[config.mk]
export PLATFORM = sky130hd
export DESIGN_NAME = led_stream_decoder
export DESIGN_NICKNAME = d
export VERILOG_FILES = /design/src/rtl/led_stream_decoder.sv
export SDC_FILE = /design/constraint.sdc
export NUM_CORES = 1
export LEC_CHECK = 0
export BUFFER_PORTS_ARGS = -buffer_cell sky130_fd_sc_hd__buf_4
export CAP_MARGIN = 5
export CORE_MARGIN = 4
export CORE_UTILIZATION = 35
export CTS_CLUSTER_DIAMETER = 30
export CTS_CLUSTER_SIZE = 12
export DETAILED_ROUTE_END_ITERATION = 16
export PLACE_DENSITY = 0.51
export SLEW_MARGIN = 5
export SYNTH_ARGS = -nofsm -noshare
export SYNTH_HDL_FRONTEND = slang
export SYNTH_SLANG_ARGS = --single-unit
[constraint.sdc]
create_clock -name i_clk -period 5.8 [get_ports i_clk]
set_clock_uncertainty 0.1 [all_clocks]
set_input_delay 0.29 -clock i_clk [delete_from_list [all_inputs] [get_ports i_clk]]
set_output_delay 0.29 -clock i_clk [all_outputs]
set_load 0.05 [all_outputs]
[src/rtl/led_stream_decoder.sv]
// Decodes a WS281x-style pulse-width LED stream: captures the first NUM_CAPTURE
// LED words of each frame, then regenerates the remaining bits downstream.
module led_stream_decoder #(
    parameter int BITS_PER_LED = 24,
    parameter int NUM_CAPTURE  = 1,
    parameter int BIT_THRESH   = 40,
    parameter int HIGH_MAX     = 200,
    parameter int RESET_CYCLES = 2500,
    parameter int CNT_WIDTH    = 12
) (
    input  logic                                i_clk,
    input  logic                                i_reset_n,
    input  logic                                i_signal_syncd,
    output logic [NUM_CAPTURE*BITS_PER_LED-1:0] o_led_data,
    output logic                                o_data_valid,
    output logic                                o_passthru_en,
    output logic                                o_dout,
    output logic                                o_frame_error
);

    localparam int TOTAL = NUM_CAPTURE * BITS_PER_LED;
    localparam int BCW   = $clog2(TOTAL + 1);

    localparam logic [CNT_WIDTH-1:0] C_ONE    = {{(CNT_WIDTH-1){1'b0}}, 1'b1};
    localparam logic [CNT_WIDTH-1:0] C_THRESH = CNT_WIDTH'(BIT_THRESH);
    localparam logic [CNT_WIDTH-1:0] C_HOVER  = CNT_WIDTH'(HIGH_MAX + 1);
    localparam logic [CNT_WIDTH-1:0] C_RESET  = CNT_WIDTH'(RESET_CYCLES);
    localparam logic [BCW-1:0]       C_TOTAL  = BCW'(TOTAL);

    typedef enum logic [1:0] {SYNC, CAPTURE, PASSTHRU, ERROR} state_t;

    state_t               r_state;
    state_t               w_state_next;
    logic                 r_sig_d;
    logic [CNT_WIDTH-1:0] r_high_cnt;
    logic [CNT_WIDTH-1:0] r_low_cnt;
    logic [CNT_WIDTH-1:0] w_high_next;
    logic [CNT_WIDTH-1:0] w_low_next;
    logic [TOTAL-1:0]     r_shift;
    logic [BCW-1:0]       r_bit_cnt;
    logic [TOTAL-1:0]     r_led_data;
    logic                 r_data_valid;
    logic                 r_frame_error;

    logic w_fall;
    logic w_latch;
    logic w_hover;
    logic w_bit;
    logic w_load;
    logic w_shift;
    logic w_clr;
    logic w_err;

    // Pulse timers: each loads 1 on its level's first sample and holds otherwise,
    // so the high time is still available on the first low sample.
    always_comb begin
        w_high_next = r_high_cnt;
        w_low_next  = r_low_cnt;
        if (i_signal_syncd) begin
            if (!r_sig_d)
                w_high_next = C_ONE;
            else if (r_high_cnt != '1)
                w_high_next = r_high_cnt + 1'b1;
        end else begin
            if (r_sig_d)
                w_low_next = C_ONE;
            else if (r_low_cnt != '1)
                w_low_next = r_low_cnt + 1'b1;
        end
    end

    assign w_fall  = r_sig_d & ~i_signal_syncd;
    assign w_latch = ~i_signal_syncd & (w_low_next == C_RESET);
    assign w_hover = i_signal_syncd & (w_high_next == C_HOVER);
    assign w_bit   = (r_high_cnt >= C_THRESH);

    always_ff @(posedge i_clk or negedge i_reset_n) begin
        if (!i_reset_n) begin
            r_sig_d    <= 1'b0;
            r_high_cnt <= '0;
            r_low_cnt  <= '0;
        end else begin
            r_sig_d    <= i_signal_syncd;
            r_high_cnt <= w_high_next;
            r_low_cnt  <= w_low_next;
        end
    end

    always_ff @(posedge i_clk or negedge i_reset_n) begin
        if (!i_reset_n)
            r_state <= SYNC;
        else
            r_state <= w_state_next;
    end

    always_comb begin
        w_state_next = r_state;
        w_load       = 1'b0;
        w_shift      = 1'b0;
        w_clr        = 1'b0;
        w_err        = 1'b0;
        case (r_state)
            SYNC: begin
                if (w_latch) begin
                    w_state_next = CAPTURE;
                    w_clr        = 1'b1;
                end
            end
            CAPTURE: begin
                // A completed word wins over a coincident latch, which then just restarts capture.
                if (r_bit_cnt == C_TOTAL) begin
                    w_load       = 1'b1;
                    w_clr        = 1'b1;
                    w_state_next = w_latch ? CAPTURE : PASSTHRU;
                end else if (w_hover) begin
                    w_err        = 1'b1;
                    w_clr        = 1'b1;
                    w_state_next = ERROR;
                end else if (w_latch) begin
                    w_err = (r_bit_cnt != '0);
                    w_clr = 1'b1;
                end else if (w_fall) begin
                    w_shift = 1'b1;
                end
            end
            PASSTHRU: begin
                if (w_hover) begin
                    w_err        = 1'b1;
                    w_clr        = 1'b1;
                    w_state_next = ERROR;
                end else if (w_latch) begin
                    w_clr        = 1'b1;
                    w_state_next = CAPTURE;
                end
            end
            ERROR: begin
                if (w_hover) begin
                    w_err = 1'b1;
                end else if (w_latch) begin
                    w_clr        = 1'b1;
                    w_state_next = CAPTURE;
                end
            end
            default: w_state_next = SYNC;
        endcase
    end

    always_comb begin
        o_passthru_en = (r_state == PASSTHRU);
        o_dout        = (r_state == PASSTHRU) & r_sig_d;
    end

    always_ff @(posedge i_clk or negedge i_reset_n) begin
        if (!i_reset_n) begin
            r_shift       <= '0;
            r_bit_cnt     <= '0;
            r_led_data    <= '0;
            r_data_valid  <= 1'b0;
            r_frame_error <= 1'b0;
        end else begin
            r_data_valid  <= w_load;
            r_frame_error <= w_err;
            if (w_load)
                r_led_data <= r_shift;
            if (w_clr) begin
                r_shift   <= '0;
                r_bit_cnt <= '0;
            end else if (w_shift) begin
                r_shift   <= {r_shift[TOTAL-2:0], w_bit};
                r_bit_cnt <= r_bit_cnt + 1'b1;
            end
        end
    end

    assign o_led_data    = r_led_data;
    assign o_data_valid  = r_data_valid;
    assign o_frame_error = r_frame_error;

endmodule

==> results of run 1 <==
## worst max-delay path by stage
stage,start,end,slack [ns],cells after the start
floorplan,r_low_cnt[0],r_shift[10],2.92,11
global placement,r_high_cnt[0],r_shift[0],2.45,10
detailed placement,r_high_cnt[0],r_bit_cnt[4],2.44,10
CTS,r_high_cnt[0],r_shift[3],2.44,10
global route,r_high_cnt[0],r_shift[2],2.21,10
finish,r_high_cnt[0],r_bit_cnt[4],2.48,10
## cells in the final DEF, fill, tap and decap left out, types with 7 or more instances in the layout
| cell type | instances |
|---|---|
| o21ai_0 | 13 |
| nor2b_1 | 7 |
| dfrtp_1 | 82 |
| a21oi_1 | 24 |
| nor3_1 | 8 |
| mux2i_1 | 7 |
| nand3_1 | 11 |
| clkbuf_16 | 9 |
| buf_4 | 34 |
| nor2_1 | 24 |
| inv_1 | 13 |
| ha_1 | 9 |
| nand2_1 | 148 |
| nand4_1 | 11 |
| a21oi_2 | 11 |
## sequential cells by signal, summed over array words and instances, names as in the netlist
register,flops
r_low_cnt,12
r_high_cnt,12
o_frame_error,1
o_data_valid,1
o_led_data,24
r_bit_cnt,5
r_sig_d,1
r_shift,24
r_state,2
## critical path, delay by kind of cell (launching register included)
family / cells / cell delay (ns)
AO/OA/AOI/OAI: 3 / 0.72
flip-flops: 1 / 0.46
adder cells (fa/ha/maj): 1 / 0.27
buffers and inverters: 1 / 0.34
AND/OR/NAND/NOR: 5 / 1.30
## synth_stat cells, types with 2 or more instances
library cell    n  area, um2
nand2_1       148      555.5
dfrtp_1        82       2052
a21oi_1        24      120.1
nor2_1         24      90.09
clkbuf_1       16      60.06
inv_1          13      48.80
o21ai_0        13      65.06
a21oi_2        11      96.34
nand3_1        11      55.05
nand4_1        11      68.82
ha_1            9      112.6
nor3_1          8      40.04
mux2i_1         7      70.07
nor2b_1         7      43.79
a31oi_1         6      37.54
nor4_1          6      37.54
and2_1          5      31.28
and4_1          5      43.79
and3_1          4      25.02
buf_1           4      15.01
nand2b_1        4      25.02
xnor2_1         4      35.03
a211oi_2        3      37.54
a41oi_1         3      26.28
buf_2           3      15.01
nand4_2         3      37.54
o22a_1          3      26.28
xor2_1          3      26.28
a211o_1         2      17.52
a311oi_1        2      17.52
and4b_1         2      20.02
buf_4           2      15.01
nor3b_1         2      15.01
nor4b_1         2      17.52
or4_4           2      22.52
## repair_timing
action	in CTS	in global routing
hold buffers	1	0
setup endpoints to repair	0	0
hold endpoints to repair	28	0
buffers inserted	0	0
## power by group
group / internal [mW] / leakage [nW] / switching, mW / total, mW
sequential: 0.591 / 1.13 / 0.0370 / 0.628
combinational: 0.0481 / 0.993 / 0.0729 / 0.121
clock: 0.389 / 0.159 / 0.236 / 0.626
## through the flow
| step | instance area (um2) | setup slack, ns | power (mW) |
|---|---|---|---|
| after global placement | 4567 | 2.449 | 0.7603 |
| after global routing | 4906 | 2.207 | 1.447 |
| after CTS | 4906 | 2.438 | 1.394 |
| after floorplan | 4259 | 2.917 | 0.7270 |
| final | 4906 | 2.485 | 1.375 |
| after detailed placement | 4567 | 2.443 | 0.7608 |
## cells by family after synthesis
| family | Yosys count |
|---|---|
| mux | 8 |
| compound gates | 81 |
| simple gates | 252 |
| xor+xnor | 7 |
| fa+ha+maj | 9 |
| flops | 82 |
| buf+inv | 41 |
## metal layers
metal,track usage (%),vias up,part of all wire [%],wire (um)
met5,0,-,0,0
met4,5.861,0,1.8,166
met3,3.349,9,4.1,372
met2,21.94,63,46,4167
met1,18.67,1616,48,4339
li1,-,1696,-,-
## final cells by class
cell class	instances	area share (%)
flip-flops and latches	82	41.83
inverters	14	1.071
clock buffers	10	4.871
repair buffers	35	5.407
well taps	147	3.749
clock inverters	6	1.836
multi-input cells	357	41.24
==> results.sh, run 1 <==
export IMPL_synth_compound_gate_area_share_pct=13.37
export IMPL_numCtsBuffers=9
export IMPL_rr_worst_depth=10
export IMPL_cts_resized_gates=0
export IMPL_slowest_delay_ns=0.62
export IMPL_cts_clk_slew_worst_paths_ns=0.06
export IMPL_fmax_mhz=301.6
export IMPL_num_vias=3384
export IMPL_r2r_end="r_bit_cnt[4]"
export IMPL_syn_area_mm2=0.004259
export IMPL_hold_class="in -> reg"
export IMPL_path_class="reg -> reg"
export IMPL_multi_input_area_mm2=0.002023
export IMPL_antenna_left=0
export IMPL_cts_tree="built"
export IMPL_place_congestion=0.8231
export IMPL_period_minus_slack_ns=3.315
export IMPL_synth_area_mux_share_pct=1.910
export IMPL_leakagePower_nw=2.284
export IMPL_synth_xor_area_share_pct=1.439
export IMPL_track_usage_pct=14.04
export IMPL_synth_edf_count=0
export IMPL_cp_slowest_cell="or4_1"
export IMPL_n_antenna_cell=0
export IMPL_grt_max_degree=55
export IMPL_drive_gt1_share_pct=15.28
export IMPL_tightest_slew_ns=1.055
export IMPL_nets=511
export IMPL_design_core_area_mm2=0.01196
export IMPL_area_delta_synth_final_pct=15.19
export IMPL_overflow=0
export IMPL_rows=40
export IMPL_design_die_area_mm2=0.01400
export IMPL_setup_viol=0
export IMPL_synth_top_family_by_area="simple AND/OR/NAND/NOR gates"
export IMPL_hold_viol=0
export IMPL_final_seq_area_mm2=0.002052
export IMPL_worstSkewPairLatency_ns=0.34
export IMPL_post_drt_wl_per_cell_um=13.90
export IMPL_min_to="r_sig_d"
export IMPL_synth_fa_ha_area_share_pct=2.644
export IMPL_min_delay_path_depth=1
export IMPL_ys_seq_area_share_pct=48.18
export IMPL_fin_cells=651
export IMPL_whs_ns=0.1645
export IMPL_postLayoutCoreUtil_pct=41.01
export IMPL_cp_arrival_ns=3.43
export IMPL_yosysWarnings=0
export IMPL_min_from="i_signal_syncd"
export IMPL_synth_avg_cell_area_um2=8.873
export IMPL_setup_tns_ns=0
export IMPL_max_slew_margin_rel_pct=29.68
export IMPL_maxSlewViolCount=0
export IMPL_route_detailed_drc=0
export IMPL_fp_dieH_um=118.3
export IMPL_drtIter0Drc=244
export IMPL_clock_path_buffers=2
export IMPL_vdd_ir_drop_max_v=0.0001035
export IMPL_r2r_setup_slack_ns=2.48
export IMPL_synthArstFlopShare_pct=100.0
export IMPL_ys_types=61
export IMPL_power_density_mw_per_mm2=280.2
export IMPL_fill_cells=1207
export IMPL_first_pass_iters=4
export IMPL_cts_root_buf="clkbuf_16"
export IMPL_status="completed"
export IMPL_die_w_um=118.3
export IMPL_dpl_hpwl_um=5999
export IMPL_drv_cap=0
export IMPL_cp_cell_sequence="ha_1 -> nand4_1 -> or4_1 -> a211o_1 -> a21oi_2 -> nand4_2 -> a211oi_2 -> or2_1 -> buf_4 -> nor2_1"
export IMPL_crit_reg2reg_launch="r_high_cnt[0]"
export IMPL_routed_wl_um=9046
export IMPL_grt_pass1_wl_um=16280
export IMPL_fin_crit_sh_pct=57.16
export IMPL_vias_per_cell=5.198
export IMPL_ys_dominant_reg_cell="dfrtp_1"
export IMPL_io_pin_count=31
export IMPL_start_kind="register"
export IMPL_ys_seq_elements=82
export IMPL_htreeDepth=3
export IMPL_synth_nets=492
export IMPL_io_buffer_count=30
export IMPL_cts_sinks=82
export IMPL_grt_pass1_vias=3343
export IMPL_rsz0062_at_grt="no"
export IMPL_start_util_pct=35.61
export IMPL_synthCells=480
export IMPL_yosys_area_share_simple_pct=28.14
export IMPL_cp_max_fo=25
export IMPL_crit_path_end_kind="register"
export IMPL_antenna_found_initial=0
export IMPL_worstPathRequired_ns=5.92
export IMPL_placed_cells=634
Power figures use the tool's default switching activity.
==> run 2, diff against run 1 <==
--- a/config.mk
+++ b/config.mk
@@ -5,6 +5,7 @@
 export SDC_FILE = /design/constraint.sdc
 export NUM_CORES = 1
 export LEC_CHECK = 0
+export ABC_AREA = 1
 export BUFFER_PORTS_ARGS = -buffer_cell sky130_fd_sc_hd__buf_4
 export CAP_MARGIN = 5
 export CORE_MARGIN = 4
==> constraint.sdc (replaced) <==
create_clock -name i_clk -period 3.2 [get_ports i_clk]
set_clock_uncertainty 0.1 [all_clocks]
set_input_delay 0.16 -clock i_clk [delete_from_list [all_inputs] [get_ports i_clk]]
set_output_delay 0.16 -clock i_clk [all_outputs]
set_load 0.05 [all_outputs]
==> run 2 against run 1 <==
Compared with the run above: via count increased by 6.8%; power increased by 93%; first-iteration DRC count decreased by 27%; flip-flop and latch count unchanged; non-clock buffer count increased by 3; count of clock-buffer cells in the layout increased by 1; hold slack improved by 0.11 ns; worst setup slack got worse by 2.1 ns; global-route usage increased by 0.30 points.
==> results.sh, run 2 <==
export IMPL_status="completed"
export IMPL_path_class="in -> reg"
export IMPL_ys_types=34
export IMPL_rows=40
export IMPL_placed_area_mm2=0.004761
export IMPL_fin_crit_sh_pct=86.80
export IMPL_synth_avg_cell_area_um2=7.789
export IMPL_synthCells=560
export IMPL_synthArstFlopShare_pct=100.0
export IMPL_io_buffer_count=30
export IMPL_r2r_setup_slack_ns=0.52
export IMPL_drv_cap=0
export IMPL_rsz0062_at_grt="no"
export IMPL_setup_ws_ns=0.4224
export IMPL_worstSkewPairLatency_ns=0.33
export IMPL_clock_path_buffers=2
export IMPL_synth_most_common_cell="nand2_1"
export IMPL_numCtsBuffers=9
export IMPL_grt_pass1_vias=3572
export IMPL_drive_gt1_share_pct=16.36
export IMPL_num_vias=3614
export IMPL_area_delta_synth_final_pct=17.21
export IMPL_design_core_area_mm2=0.01211
export IMPL_post_drt_wl_per_cell_um=12.69
export IMPL_placed_cells=749
export IMPL_rr_worst_depth=17
export IMPL_ys_seq_area_share_pct=47.05
export IMPL_setup_viol=0
export IMPL_vias_per_cell=4.712
export IMPL_cts_clk_slew_worst_paths_ns=0.06
export IMPL_fin_cells=767
export IMPL_n_antenna_cell=0
export IMPL_grt_pass1_wl_um=16970
export IMPL_yosys_area_top_type="dfrtp_1"
export IMPL_nets=606
export IMPL_htreeDepth=3
export IMPL_cts_sinks=82
export IMPL_ys_seq_elements=82
export IMPL_cp_max_fo=29
export IMPL_leakagePower_nw=2.634
export IMPL_setup_tns_ns=0
export IMPL_final_common_cell="nand2_1"
export IMPL_cp_arrival_ns=2.88
export IMPL_max_slew_margin_rel_pct=62.18
export IMPL_hold_class="in -> async"
export IMPL_antenna_left=0
export IMPL_first_pass_iters=4
export IMPL_grt_max_degree=41
export IMPL_die_w_um=119.6
export IMPL_ys_dominant_reg_cell="dfrtp_1"
export IMPL_synth_common_cells="nand2_1, dfrtp_1, inv_1"
export IMPL_synth_edf_count=0
export IMPL_overflow=0
export IMPL_start_kind="input pin"
export IMPL_final_area_mm2=0.005112
export IMPL_r2r_end="r_shift[2]"
export IMPL_crit_reg2reg_launch="r_high_cnt[1]"
export IMPL_vdd_ir_drop_max_v=0.0001969
export IMPL_pre_cts_slack_ns=0.4367
export IMPL_power_density_mw_per_mm2=518.1
export IMPL_dpl_hpwl_um=6707
export IMPL_design_die_area_mm2=0.01431
export IMPL_worstPathRequired_ns=3.30
export IMPL_routed_wl_um=9736
export IMPL_period_minus_slack_ns=2.778
export IMPL_yosysWarnings=0
export IMPL_tightest_slew_ns=0.5672
export IMPL_start_util_pct=36.01
export IMPL_crit_path_end_kind="register"
export IMPL_cts_root_buf="clkbuf_16"
export IMPL_drtIter0Drc=178
export IMPL_maxSlewViolCount=0
export IMPL_hold_viol=0
export IMPL_fmax_mhz=360.0
export IMPL_synth_nets=572
export IMPL_route_detailed_drc=0
export IMPL_syn_area_mm2=0.004362
export IMPL_track_usage_pct=14.34
export IMPL_synth_area_top_cells="dfrtp_1, nand2_1, inv_1, nand3_1, nor2_1"
export IMPL_most_common_layout_cells="nand2_1, dfrtp_1, inv_1, nor2_1, buf_4"
export IMPL_fp_dieH_um=119.6
export IMPL_antenna_found_initial=0
export IMPL_place_congestion=0.8440
export IMPL_synth_top_area_share_pct=47.05
export IMPL_io_pin_count=31
export IMPL_cts_tree="built"
## run 2: how the worst max path moves through the flow
stage / startpoint / endpoint / slack, ns / cells after the start
4_1_cts: i_signal_syncd / r_shift[2] / 0.24 / 14
3_3_place_gp: i_signal_syncd / r_shift[6] / 0.48 / 13
3_5_place_dp: i_signal_syncd / r_shift[5] / 0.44 / 13
6_report: i_signal_syncd / r_shift[2] / 0.42 / 14
5_1_grt: i_signal_syncd / r_shift[21] / 0.15 / 16
2_1_floorplan: r_low_cnt[0] / r_shift[10] / 0.98 / 16
## run 2: cell families after synthesis
group,Yosys count,share of synthesized area [%]
xor gates and xnor gates,8,1.606
buffers and inverters,72,6.827
and+or+nand+nor,339,34.88
AOI/OAI and AO/OA,50,7.057
DFF,82,47.05
adders and majority gates,9,2.582
## run 2: area by class of cell
type | instances | area [um2]
inverter | 57 | 217.7
clock buffer | 11 | 242.7
tap | 168 | 210.2
sequential | 82 | 2052
timing repair buffer | 38 | 290.3
fill | 1271 | 6999
clock inverter | 5 | 85.08
multi-input combinational | 406 | 2014
## run 2: layer usage
metal / vias up / GRT usage, % / share of wire, %
met5: - / 0 / 0
met4: 0 / 5.225 / 1.2
met3: 9 / 1.744 / 2.8
met2: 58 / 23.13 / 48
met1: 1715 / 19.85 / 48
li1: 1832 / - / -
## run 2: repair_timing
| item | CTS | global route |
|---|---|---|
| hold endpoints to repair | 39 | 0 |
| resized for setup | 0 | 1 |
| hold buffers | 2 | 0 |
| endpoints found under the setup margin | 0 | 23 |
| buffers inserted | 0 | 0 |
## run 2: through the flow
| stage | hold WS, ns | util [%] | power, mW |
|---|---|---|---|
| after floorplan | -0.2356 | - | 1.428 |
| after global routing | 0.3424 | 42.21 | 2.790 |
| after global placement | 0.09430 | 39.31 | 1.531 |
| after detailed placement | 0.1018 | 39.31 | 1.538 |
| final | 0.2741 | 42.21 | 2.649 |
| after CTS | 0.2815 | 42.18 | 2.689 |
## run 2: worst max-delay path: stages
cell and delay [ns]:
dlygate4sd3_1 0.52, buf_4 0.28, clkinvlp_4 0.38, nor2_1 0.18, inv_1 0.14, o211ai_1 0.15
nand2_1 0.09, nor2_2 0.19, nand3_2 0.13, nand2_1 0.08, nand2_1 0.05, o21ai_2 0.06
buf_4 0.36, a21oi_1 0.08
## run 2: where the power goes
| part | total [mW] | internal, mW | switching, mW |
|---|---|---|---|
| Sequential | 1.14 | 1.09 | 0.0552 |
| Clock | 1.13 | 0.709 | 0.421 |
| Combinational | 0.378 | 0.123 | 0.254 |
| Total | 2.65 | 1.92 | 0.730 |
==> run 3, diff against run 2 <==
--- a/config.mk
+++ b/config.mk
@@ -5,7 +5,6 @@
 export SDC_FILE = /design/constraint.sdc
 export NUM_CORES = 1
 export LEC_CHECK = 0
-export ABC_AREA = 1
 export BUFFER_PORTS_ARGS = -buffer_cell sky130_fd_sc_hd__buf_4
 export CAP_MARGIN = 5
 export CORE_MARGIN = 4
==> run 3 against run 2 <==
Compared with the run above: first-iteration DRC count increased by 14%; routed wire length decreased by 2.4%; flip-flop and latch count unchanged; fmax decreased by 6.7%; combinational power decreased by 35%; critical path type is now reg -> reg; highest routed layer unchanged.
==> results.sh, run 3 (same netlist as run 1, synthesis figures left out) <==
export IMPL_worstSkewPairLatency_ns=0.34
export IMPL_leakagePower_nw=2.327
export IMPL_track_usage_pct=14.30
export IMPL_placed_area_mm2=0.004662
export IMPL_design_die_area_mm2=0.01400
export IMPL_final_area_mm2=0.004991
export IMPL_nets=523
export IMPL_rows=40
export IMPL_setup_viol=0
export IMPL_cts_setup_buffers=0
export IMPL_setup_tns_ns=0
export IMPL_fin_cells=663
export IMPL_path_class="reg -> reg"
export IMPL_antenna_found_initial=0
export IMPL_overflow=0
export IMPL_num_vias=3421
export IMPL_htreeDepth=3
export IMPL_antenna_left=0
export IMPL_power_density_mw_per_mm2=473.4
export IMPL_fin_crit_sh_pct=93.01
export IMPL_vdd_ir_drop_max_v=0.0004139
export IMPL_period_minus_slack_ns=2.976
export IMPL_grt_max_degree=64
export IMPL_postLayoutCoreUtil_pct=41.73
export IMPL_most_common_layout_cells="nand2_1, dfrtp_1, buf_4, a21oi_1, nor2_1"
export IMPL_max_slew_margin_rel_pct=45.54
export IMPL_crit_path_end_kind="register"
export IMPL_status="completed"
export IMPL_grt_pass1_vias=3330
export IMPL_cts_tree="built"
export IMPL_dpl_hpwl_um=6333
export IMPL_route_detailed_drc=0
export IMPL_hold_class="in -> reg"
export IMPL_place_congestion=0.8545
export IMPL_io_buffer_count=30
export IMPL_rsz0062_at_grt="no"
export IMPL_n_antenna_cell=0
export IMPL_area_delta_synth_final_pct=17.19
export IMPL_clock_path_buffers=2
export IMPL_drv_cap=0
export IMPL_start_kind="register"
export IMPL_post_drt_wl_per_cell_um=14.33
export IMPL_worstPathRequired_ns=3.33
export IMPL_first_pass_iters=4
export IMPL_io_pin_count=31
export IMPL_cts_sinks=82
export IMPL_vias_per_cell=5.160
export IMPL_placed_cells=645
export IMPL_drtIter0Drc=203
export IMPL_design_core_area_mm2=0.01196
export IMPL_cp_max_fo=6
export IMPL_whs_ns=0.03734
export IMPL_maxSlewViolCount=0
export IMPL_numCtsBuffers=9
export IMPL_fmax_mhz=336.0
export IMPL_fp_dieH_um=118.3
export IMPL_drive_gt1_share_pct=17.44
export IMPL_cp_arrival_ns=3.11
export IMPL_hold_viol=0
export IMPL_final_common_cell="nand2_1"
export IMPL_routed_wl_um=9504
export IMPL_grt_pass1_wl_um=16390
export IMPL_die_w_um=118.3
export IMPL_cts_root_buf="clkbuf_16"
export IMPL_start_util_pct=35.61
export IMPL_cts_clk_slew_worst_paths_ns=0.06
export IMPL_tightest_slew_ns=0.8169
[run 3: changes by cell type in the layout (fill, tap and decap cells not counted), moves of 6 or more]
cell and delta:
nand2_1 -71, inv_1 -38, nand3_1 -23, nor2_1 -14
buf_4 +8, mux2i_1 +7, nor2_2 -7, nor2b_1 +7
a31oi_1 +6
[run 3: through the flow]
step                setup WS [ns]  total power [mW]
global route              0.06047             2.496
global placement           0.2438             1.395
CTS                        0.1794             2.399
finish                     0.2237             2.363
floorplan                  0.3169             1.318
detailed placement         0.1827             1.396
[run 3: worst paths after layout]
path                           startpoint              to  slack (ns)  cells after the start
setup / recovery             r_low_cnt[1]      r_state[1]        0.22                      9
hold / removal             i_signal_syncd         r_sig_d        0.04                      1
setup reg to reg             r_low_cnt[1]      r_state[1]        0.22                      9
hold reg to reg            o_led_data[15]  o_led_data[15]        0.37                      2
max in group asynchronous       i_reset_n     r_shift[10]        1.98                      3
min in group asynchronous       i_reset_n  o_led_data[17]        0.35                      2
[run 3: where the power goes]
group,switching [mW],internal (mW),total [mW],leakage (nW)
combinational,0.144,0.102,0.246,1.06
sequential,0.0630,1.07,1.13,1.13
clock,0.427,0.554,0.981,0.134
total,0.634,1.73,2.36,2.33
[run 3: layout make-up]
cell class,count,area (um2)
Clock buffer,12,246.5
Inverter,14,52.55
Tap cell,147,183.9
Clock inverter,4,33.78
Multi-Input combinational cell,357,2036
Fill cell,1175,6970
Timing Repair Buffer,47,385.4
Sequential cell,82,2053
[run 3: routing by layer]
layer  routed length, um  global-route usage (%)  share of wire, %  vias up
met4                 140                   4.322               1.5        0
li1                    -                       -                 -     1711
met5                   0                       0                 0        -
met2                4406                   22.65                46       74
met1                4604                   18.88                48     1623
met3                 352                   4.258               3.7       13
[run 3: worst max-delay path: stages (launching register included)]
cell      delay (ns)
dfrtp_1         0.42
ha_1            0.21
nand2_2         0.11
or4_4           0.53
a211oi_4        0.28
nand2b_1        0.08
or4_4           0.45
nor3_4          0.21
and4b_1         0.22
a211o_1         0.26
[run 3: repair_timing]
item / 4_1_cts / 5_1_grt
endpoints found under the hold margin: 61 / 0
resized for setup: 0 / 4
endpoints found under the setup margin: 0 / 31
hold buffers: 1 / 0
